--- src/rtl/pzcorebus_response_rate_sampler_pkg.sv ---
// Shared defaults for the corebus response rate sampler and its window timer.
package pzcorebus_response_rate_sampler_pkg;
    localparam int unsigned SAMPLER_COUNT_WIDTH  = 16;
    localparam int unsigned SAMPLER_WINDOW_WIDTH = 16;
    localparam int unsigned SAMPLER_STATE_WIDTH  = 2;
endpackage

--- src/rtl/pzcorebus_window_timer.sv ---
// Programmable window timer: o_window_end marks the last cycle of each L-cycle window (L=0 acts as 1).
module pzcorebus_window_timer
    import pzcorebus_response_rate_sampler_pkg::*;
#(
    parameter int unsigned WINDOW_WIDTH = SAMPLER_WINDOW_WIDTH
)(
    input  logic                    i_clk,
    input  logic                    i_rst_n,
    input  logic                    i_start,
    input  logic                    i_run,
    input  logic [WINDOW_WIDTH-1:0] i_window_length,
    output logic                    o_window_end
);
    logic [WINDOW_WIDTH-1:0] timer;
    logic [WINDOW_WIDTH-1:0] length_c;
    logic [WINDOW_WIDTH-1:0] last_c;
    logic                    window_end;

    always_comb begin
        length_c = (i_window_length == '0) ? WINDOW_WIDTH'(1) : i_window_length;
        last_c   = length_c - WINDOW_WIDTH'(1);
    end

    // The end flag is precomputed one cycle ahead so the pulse leaves a flop.
    always_ff @(posedge i_clk or negedge i_rst_n) begin
        if (!i_rst_n) begin
            timer      <= '0;
            window_end <= 1'b0;
        end else if (i_start) begin
            timer      <= '0;
            window_end <= (last_c == '0);
        end else if (i_run) begin
            if (window_end) begin
                timer      <= '0;
                window_end <= (last_c == '0);
            end else begin
                timer      <= timer + WINDOW_WIDTH'(1);
                window_end <= ((timer + WINDOW_WIDTH'(1)) == last_c);
            end
        end else begin
            window_end <= 1'b0;
        end
    end

    assign o_window_end = window_end;
endmodule

--- src/rtl/pzcorebus_response_rate_sampler.sv ---
// Per-window rate sampler on the free-running corebus response count, with peak tracking.
module pzcorebus_response_rate_sampler
    import pzcorebus_response_rate_sampler_pkg::*;
#(
    parameter int unsigned WIDTH        = SAMPLER_COUNT_WIDTH,
    parameter int unsigned WINDOW_WIDTH = SAMPLER_WINDOW_WIDTH
)(
    input  logic                    i_clk,
    input  logic                    i_rst_n,
    input  logic                    i_enable,
    input  logic [WINDOW_WIDTH-1:0] i_window_length,
    input  logic [WIDTH-1:0]        i_count,
    input  logic                    i_max_clear,
    output logic                    o_sample_valid,
    input  logic                    i_sample_ready,
    output logic [WIDTH-1:0]        o_sample_delta,
    output logic                    o_sample_overrun,
    output logic [WIDTH-1:0]        o_max_delta,
    output logic                    o_busy
);
    localparam logic [SAMPLER_STATE_WIDTH-1:0] IDLE  = 2'd0;
    localparam logic [SAMPLER_STATE_WIDTH-1:0] START = 2'd1;
    localparam logic [SAMPLER_STATE_WIDTH-1:0] RUN   = 2'd2;

    logic [SAMPLER_STATE_WIDTH-1:0] state;
    logic [SAMPLER_STATE_WIDTH-1:0] next_state;
    logic                           start_c;
    logic                           run_c;
    logic                           timer_end;
    logic                           window_end_c;
    logic [WIDTH-1:0]               base;
    logic [WIDTH-1:0]               delta_c;
    logic                           sample_valid;
    logic [WIDTH-1:0]               sample_delta;
    logic                           sample_overrun;
    logic [WIDTH-1:0]               max_delta;
    logic                           busy;

    always_ff @(posedge i_clk or negedge i_rst_n) begin
        if (!i_rst_n) begin
            state <= IDLE;
        end else begin
            state <= next_state;
        end
    end

    always_comb begin
        next_state = state;
        start_c    = 1'b0;
        run_c      = 1'b0;
        case (state)
            IDLE: begin
                if (i_enable) begin
                    next_state = START;
                end
            end
            START: begin
                start_c    = 1'b1;
                next_state = i_enable ? RUN : IDLE;
            end
            RUN: begin
                run_c = 1'b1;
                if (!i_enable) begin
                    next_state = IDLE;
                end
            end
            default: next_state = IDLE;
        endcase
    end

    pzcorebus_window_timer #(
        .WINDOW_WIDTH   (WINDOW_WIDTH)
    ) u_window_timer (
        .i_clk          (i_clk),
        .i_rst_n        (i_rst_n),
        .i_start        (start_c),
        .i_run          (run_c),
        .i_window_length(i_window_length),
        .o_window_end   (timer_end)
    );

    // Modular subtraction keeps the delta correct across a counter wrap.
    always_comb begin
        window_end_c = run_c && timer_end;
        delta_c      = i_count - base;
    end

    always_ff @(posedge i_clk or negedge i_rst_n) begin
        if (!i_rst_n) begin
            base <= '0;
            busy <= 1'b0;
        end else begin
            if (start_c || window_end_c) begin
                base <= i_count;
            end
            busy <= (next_state != IDLE);
        end
    end

    // Single-entry output register; an unaccepted sample is overwritten and flagged.
    always_ff @(posedge i_clk or negedge i_rst_n) begin
        if (!i_rst_n) begin
            sample_valid   <= 1'b0;
            sample_delta   <= '0;
            sample_overrun <= 1'b0;
        end else if (window_end_c) begin
            sample_valid   <= 1'b1;
            sample_delta   <= delta_c;
            sample_overrun <= sample_valid && !i_sample_ready;
        end else if (sample_valid && i_sample_ready) begin
            sample_valid <= 1'b0;
        end
    end

    // A clear on a window-end cycle discards only the old peak, not the new delta.
    always_ff @(posedge i_clk or negedge i_rst_n) begin
        if (!i_rst_n) begin
            max_delta <= '0;
        end else if (window_end_c) begin
            if (i_max_clear || (delta_c > max_delta)) begin
                max_delta <= delta_c;
            end
        end else if (i_max_clear) begin
            max_delta <= '0;
        end
    end

    assign o_sample_valid   = sample_valid;
    assign o_sample_delta   = sample_delta;
    assign o_sample_overrun = sample_overrun;
    assign o_max_delta      = max_delta;
    assign o_busy           = busy;
endmodule

--- config.mk ---
export PLATFORM = sky130hd
export DESIGN_NAME = pzcorebus_response_rate_sampler
export DESIGN_NICKNAME = d
export VERILOG_FILES = /design/src/rtl/pzcorebus_response_rate_sampler_pkg.sv /design/src/rtl/pzcorebus_window_timer.sv /design/src/rtl/pzcorebus_response_rate_sampler.sv
export SDC_FILE = /design/constraint.sdc
export NUM_CORES = 1
export LEC_CHECK = 0
export CORE_AREA = 2 2 102 104
export CTS_CLUSTER_DIAMETER = 200
export DETAILED_ROUTE_END_ITERATION = 7
export DIE_AREA = 0 0 104 106
export GPL_TIMING_DRIVEN = 0
export PLACE_DENSITY = 0.76
export SYNTH_ARGS = -nofsm -noshare
export SYNTH_HDL_FRONTEND = slang
export SYNTH_SLANG_ARGS = --single-unit
--- constraint.sdc ---
create_clock -name i_clk -period 3.7 [get_ports i_clk]
set_input_delay 0.925 -clock i_clk [delete_from_list [all_inputs] [get_ports i_clk]]
set_output_delay 0.925 -clock i_clk [all_outputs]
set_load 0.02 [all_outputs]
==> flow_summary.rst <==
.. list-table::
   :header-rows: 1

   * - Metric
     - Value
   * - Result of the run
     - finished, violations left
   * - Failing checks
     - setup timing
   * - Fin. max-slew vios
     - 0
   * - Utilization after layout
     - 64.3%
   * - Number of search-and-repair iterations in the first detailed-routing pass
     - 4
   * - Skew-Pair Late Insertion Delay
     - 350 ps
   * - GR Util All Layers
     - 22.3%
   * - Die Height
     - 106 microns
   * - Most common library cell in the layout ignoring fill and taps
     - sky130_fd_sc_hd__dfrtp_1
   * - R2R Path Start
     - base[0]
   * - Start point of the critical path
     - i_count[8]
   * - Core footprint
     - 0.0100 sq mm
   * - Fraction of layout cells with a size suffix above 1
     - 20.8%
   * - Cell types with the largest area share after synthesis
     - sky130_fd_sc_hd__dfrtp_1 36%, sky130_fd_sc_hd__ha_1 9.9%, sky130_fd_sc_hd__xnor2_1 8.4%, sky130_fd_sc_hd__mux2_2 6.1%, sky130_fd_sc_hd__inv_1 3.9%
   * - Clock Path Buffers
     - 2
   * - Fill cells
     - 818
   * - Post-Route Skew
     - 11.7 ps
   * - Max-slew headroom
     - 33.5%
   * - Power per standard cell area
     - 822 mW/mm^2
   * - Placed instance area
     - 0.00575 sq mm
   * - CP Max Fanout
     - 5
   * - Initial antenna violation count
     - 0
   * - Startpoint type of the worst setup path
     - primary input
   * - Placed wire-length estimate
     - 8.61 mm
   * - Sequential share of the synthesized area
     - 36.5%
   * - Starting Density
     - 48.0%
   * - Leading area contributor after synthesis
     - sky130_fd_sc_hd__dfrtp_1
   * - Largest net degree at the start of global routing
     - 71
   * - Vias in the first global route
     - 4239
   * - Number of endpoints with negative hold slack in the final report
     - 0
   * - First-pass GRT wire length
     - 19.9 mm
   * - Final antenna diode count
     - 0
   * - Placement Rows
     - 37
   * - Leakage power summed over all cells
     - 0.00281 uW
   * - Final design area excluding fillers
     - 0.00643 sq mm
   * - Mean number of vias per cell
     - 5.51
   * - WHS
     - 475 ps
   * - TritonCTS sink count
     - 70
   * - Kind of critical path
     - in -> reg
   * - Peak supply drop
     - 0.292 mV
   * - GP Congestion
     - 0.899
   * - Post-CTS Hold Buffers
     - 0
   * - Pre-CTS setup slack
     - -1300 ps
   * - Max Clock Freq
     - 237 MHz
   * - RSZ-0062 raised after global routing
     - yes
   * - Slowest cell on crit path
     - sky130_fd_sc_hd__clkdlybuf4s50_1
   * - Antenna Nets Post-Route
     - 0
   * - Min cycle time layout
     - 4210 ps
   * - Unique cell type count in the Yosys netlist
     - 54
   * - Async set or reset register ratio after synthesis
     - 100%
   * - Endpoint class of the critical path
     - flip-flop
   * - Share of the clock period used by the worst path after layout
     - 114%
   * - Post-Syn Instances
     - 516
   * - DRC violation total after the first TritonRoute iteration
     - 169
   * - Hold_sp
     - o_sample_delta[1]
   * - Number of I/O pins
     - 72
   * - Category of cells accounting for the largest share of critical-path delay
     - compound AO/OA/AOI/OAI gates
   * - Total Die Area
     - 0.0110 sq mm
   * - Biggest cell delay along the critical path
     - 470 ps
   * - Area growth from synthesis to layout
     - 33.9%
   * - FF+latch count, synth
     - 70
   * - Count of endpoints failing setup in the final report
     - 16
   * - Via count
     - 4170
   * - YS warnings
     - 0
   * - Number of I/O port buffers
     - 71
   * - Number of buffer and inverter instances along the worst setup path
     - 2
   * - Per-instance average area after synthesis
     - 9.31 sq um
   * - Post-CTS clock slew at the launch and capture registers of the worst setup and hold paths
     - 70 ps
   * - Mapped cell area
     - 0.00480 sq mm
   * - Prevailing post-synth register cell
     - sky130_fd_sc_hd__dfrtp_1
   * - Routed WL per cell
     - 16.1 microns
   * - Highest-count cells in the layout ignoring fill and taps
     - 70 x sky130_fd_sc_hd__dfrtp_1, 62 x sky130_fd_sc_hd__clkdlybuf4s50_1, 50 x sky130_fd_sc_hd__nand2_1, 47 x sky130_fd_sc_hd__inv_1, 41 x sky130_fd_sc_hd__xnor2_1
   * - Global route overflow
     - 0
   * - Horizontal die dimension
     - 104 microns
   * - TritonCTS buffer count
     - 9
   * - Slew of the pin with the lowest slew margin
     - 998 ps
   * - CTS HTree Levels
     - 3
   * - Arr. time, crit path
     - 4440 ps
   * - Post-detailed-route DRC marker count
     - 0
   * - Post-Route WL
     - 12.2 mm
   * - TritonCTS clock tree
     - built
   * - Worst Slack Setup Final
     - -511 ps
   * - Count of flip-flops with a built-in enable after synthesis
     - 0
   * - Layout Nets
     - 692
   * - Type of the worst min-delay path
     - reg -> reg
   * - Area share of the leading cell type in the synthesized netlist
     - 36.5%
   * - Syn nets
     - 592
   * - Maximum Capacitance Violations
     - 0
   * - Cell-by-cell listing of the critical path
     - clkdlybuf4s50_1, ha_4, nand2_1, a21oi_1, o21ai_0, o21ai_0, a21oi_1, xnor2_1, ha_1, a21o_1, a21oi_2, nor2b_1, o211ai_1, a31o_2, clkbuf_16, mux2_4
   * - Required arrival time at the worst endpoint
     - 3930 ps
   * - Cell at the root of the clock tree
     - sky130_fd_sc_hd__clkbuf_8
sequential cells by signal (all words and copies together) (netlist names):
signal,flops
o_busy,1
u_window_timer.timer,16
state,2
o_sample_delta,16
base,16
o_sample_overrun,1
u_window_timer.o_window_end,1
o_sample_valid,1
o_max_delta,16
power by group:
group | internal, uW | switching [uW]
clock | 465 | 296
sequential | 1000 | 152
combinational | 1610 | 1770
synthesized netlist by cell type (3+ instances only):
master	number
sky130_fd_sc_hd__dfrtp_1	70
sky130_fd_sc_hd__inv_1	50
sky130_fd_sc_hd__nand2_1	50
sky130_fd_sc_hd__xnor2_1	46
sky130_fd_sc_hd__ha_1	38
sky130_fd_sc_hd__nor2_1	29
sky130_fd_sc_hd__mux2_2	26
sky130_fd_sc_hd__o21ai_0	26
sky130_fd_sc_hd__a21oi_1	21
sky130_fd_sc_hd__nand3_1	17
sky130_fd_sc_hd__a21o_1	13
sky130_fd_sc_hd__clkbuf_1	10
sky130_fd_sc_hd__nor3_1	10
sky130_fd_sc_hd__xor2_1	9
sky130_fd_sc_hd__and3_1	8
sky130_fd_sc_hd__nand4_1	8
sky130_fd_sc_hd__o31ai_1	8
sky130_fd_sc_hd__a22o_1	6
sky130_fd_sc_hd__nor2b_1	5
sky130_fd_sc_hd__nor4_1	5
sky130_fd_sc_hd__o21a_1	4
sky130_fd_sc_hd__o22ai_1	4
sky130_fd_sc_hd__a31o_2	3
sky130_fd_sc_hd__and2_1	3
sky130_fd_sc_hd__buf_2	3
sky130_fd_sc_hd__nand2b_1	3
sky130_fd_sc_hd__nor3b_1	3
sky130_fd_sc_hd__or2_2	3
kinds of logic (layout without fill, tap and decap cells):
| group | count (synthesis) | after routing | synth area share (%) |
|---|---|---|---|
| AOI/OAI and AO/OA | 103 | 103 | 14.2 |
| buffers and inverters | 65 | 170 | 5.44 |
| muxes | 28 | 28 | 6.51 |
| and+or+nand+nor | 156 | 156 | 17.0 |
| adders and majority gates | 39 | 39 | 10.3 |
| xor gates and xnor gates | 55 | 55 | 10.0 |
| DFF | 70 | 70 | 36.5 |
routing by layer:
layer / vias to the layer above / part of all wire, % / wire length [microns] / GRT usage (%)
met4: 0 / 2.4 / 288 / 10.0
met5: - / 0 / 0 / 0
met2: 126 / 50 / 6120 / 39.2
met3: 21 / 5.1 / 625 / 4.17
met1: 2019 / 42 / 5160 / 26.7
li1: 2004 / - / - / -
final cells by class:
| class | count | area [sq um] | area share [%] |
|---|---|---|---|
| well taps | 136 | 170 | 2.64 |
| clock buffers | 10 | 138 | 2.14 |
| plain buffers | 14 | 91.3 | 1.42 |
| clock inverters | 6 | 109 | 1.69 |
| repair buffers | 90 | 867 | 13.5 |
| multi-input cells | 381 | 3110 | 48.3 |
| inverters | 50 | 200 | 3.11 |
| flip-flops and latches | 70 | 1750 | 27.2 |
final timing paths:
| check | to | slack, ps | cells after the start |
|---|---|---|---|
| setup / recovery | o_max_delta[11] | -510 | 16 |
| hold / removal | o_sample_delta[1] | 480 | 2 |
| setup reg to reg | o_max_delta[11] | -180 | 18 |
| hold reg to reg | o_sample_delta[1] | 480 | 2 |
| max in group asynchronous | o_sample_valid | 2400 | 1 |
| min in group asynchronous | base[3] | 690 | 1 |
tightest hold or removal path, delay by kind of cell (launching register included):
| kind | cells | cell delay, ps |
|---|---|---|
| flops | 1 | 340 |
| simple gates | 2 | 100 |
repair_timing:
action	in CTS	in global routing
gates resized for setup	45	24
cloned	0	1
pin swaps	22	18
setup buffers	9	9
setup endpoints to repair	17	17
through the flow:
step,total power [uW],cells,setup TNS [ps]
after detailed placement,3830,723,-19740
after CTS,4900,747,-4050
after global placement,3730,723,-63590
after floorplan,3010,516,-4350
after global routing,5660,757,-7830
final,5290,757,-7200
(Power assumes the default switching activity.)
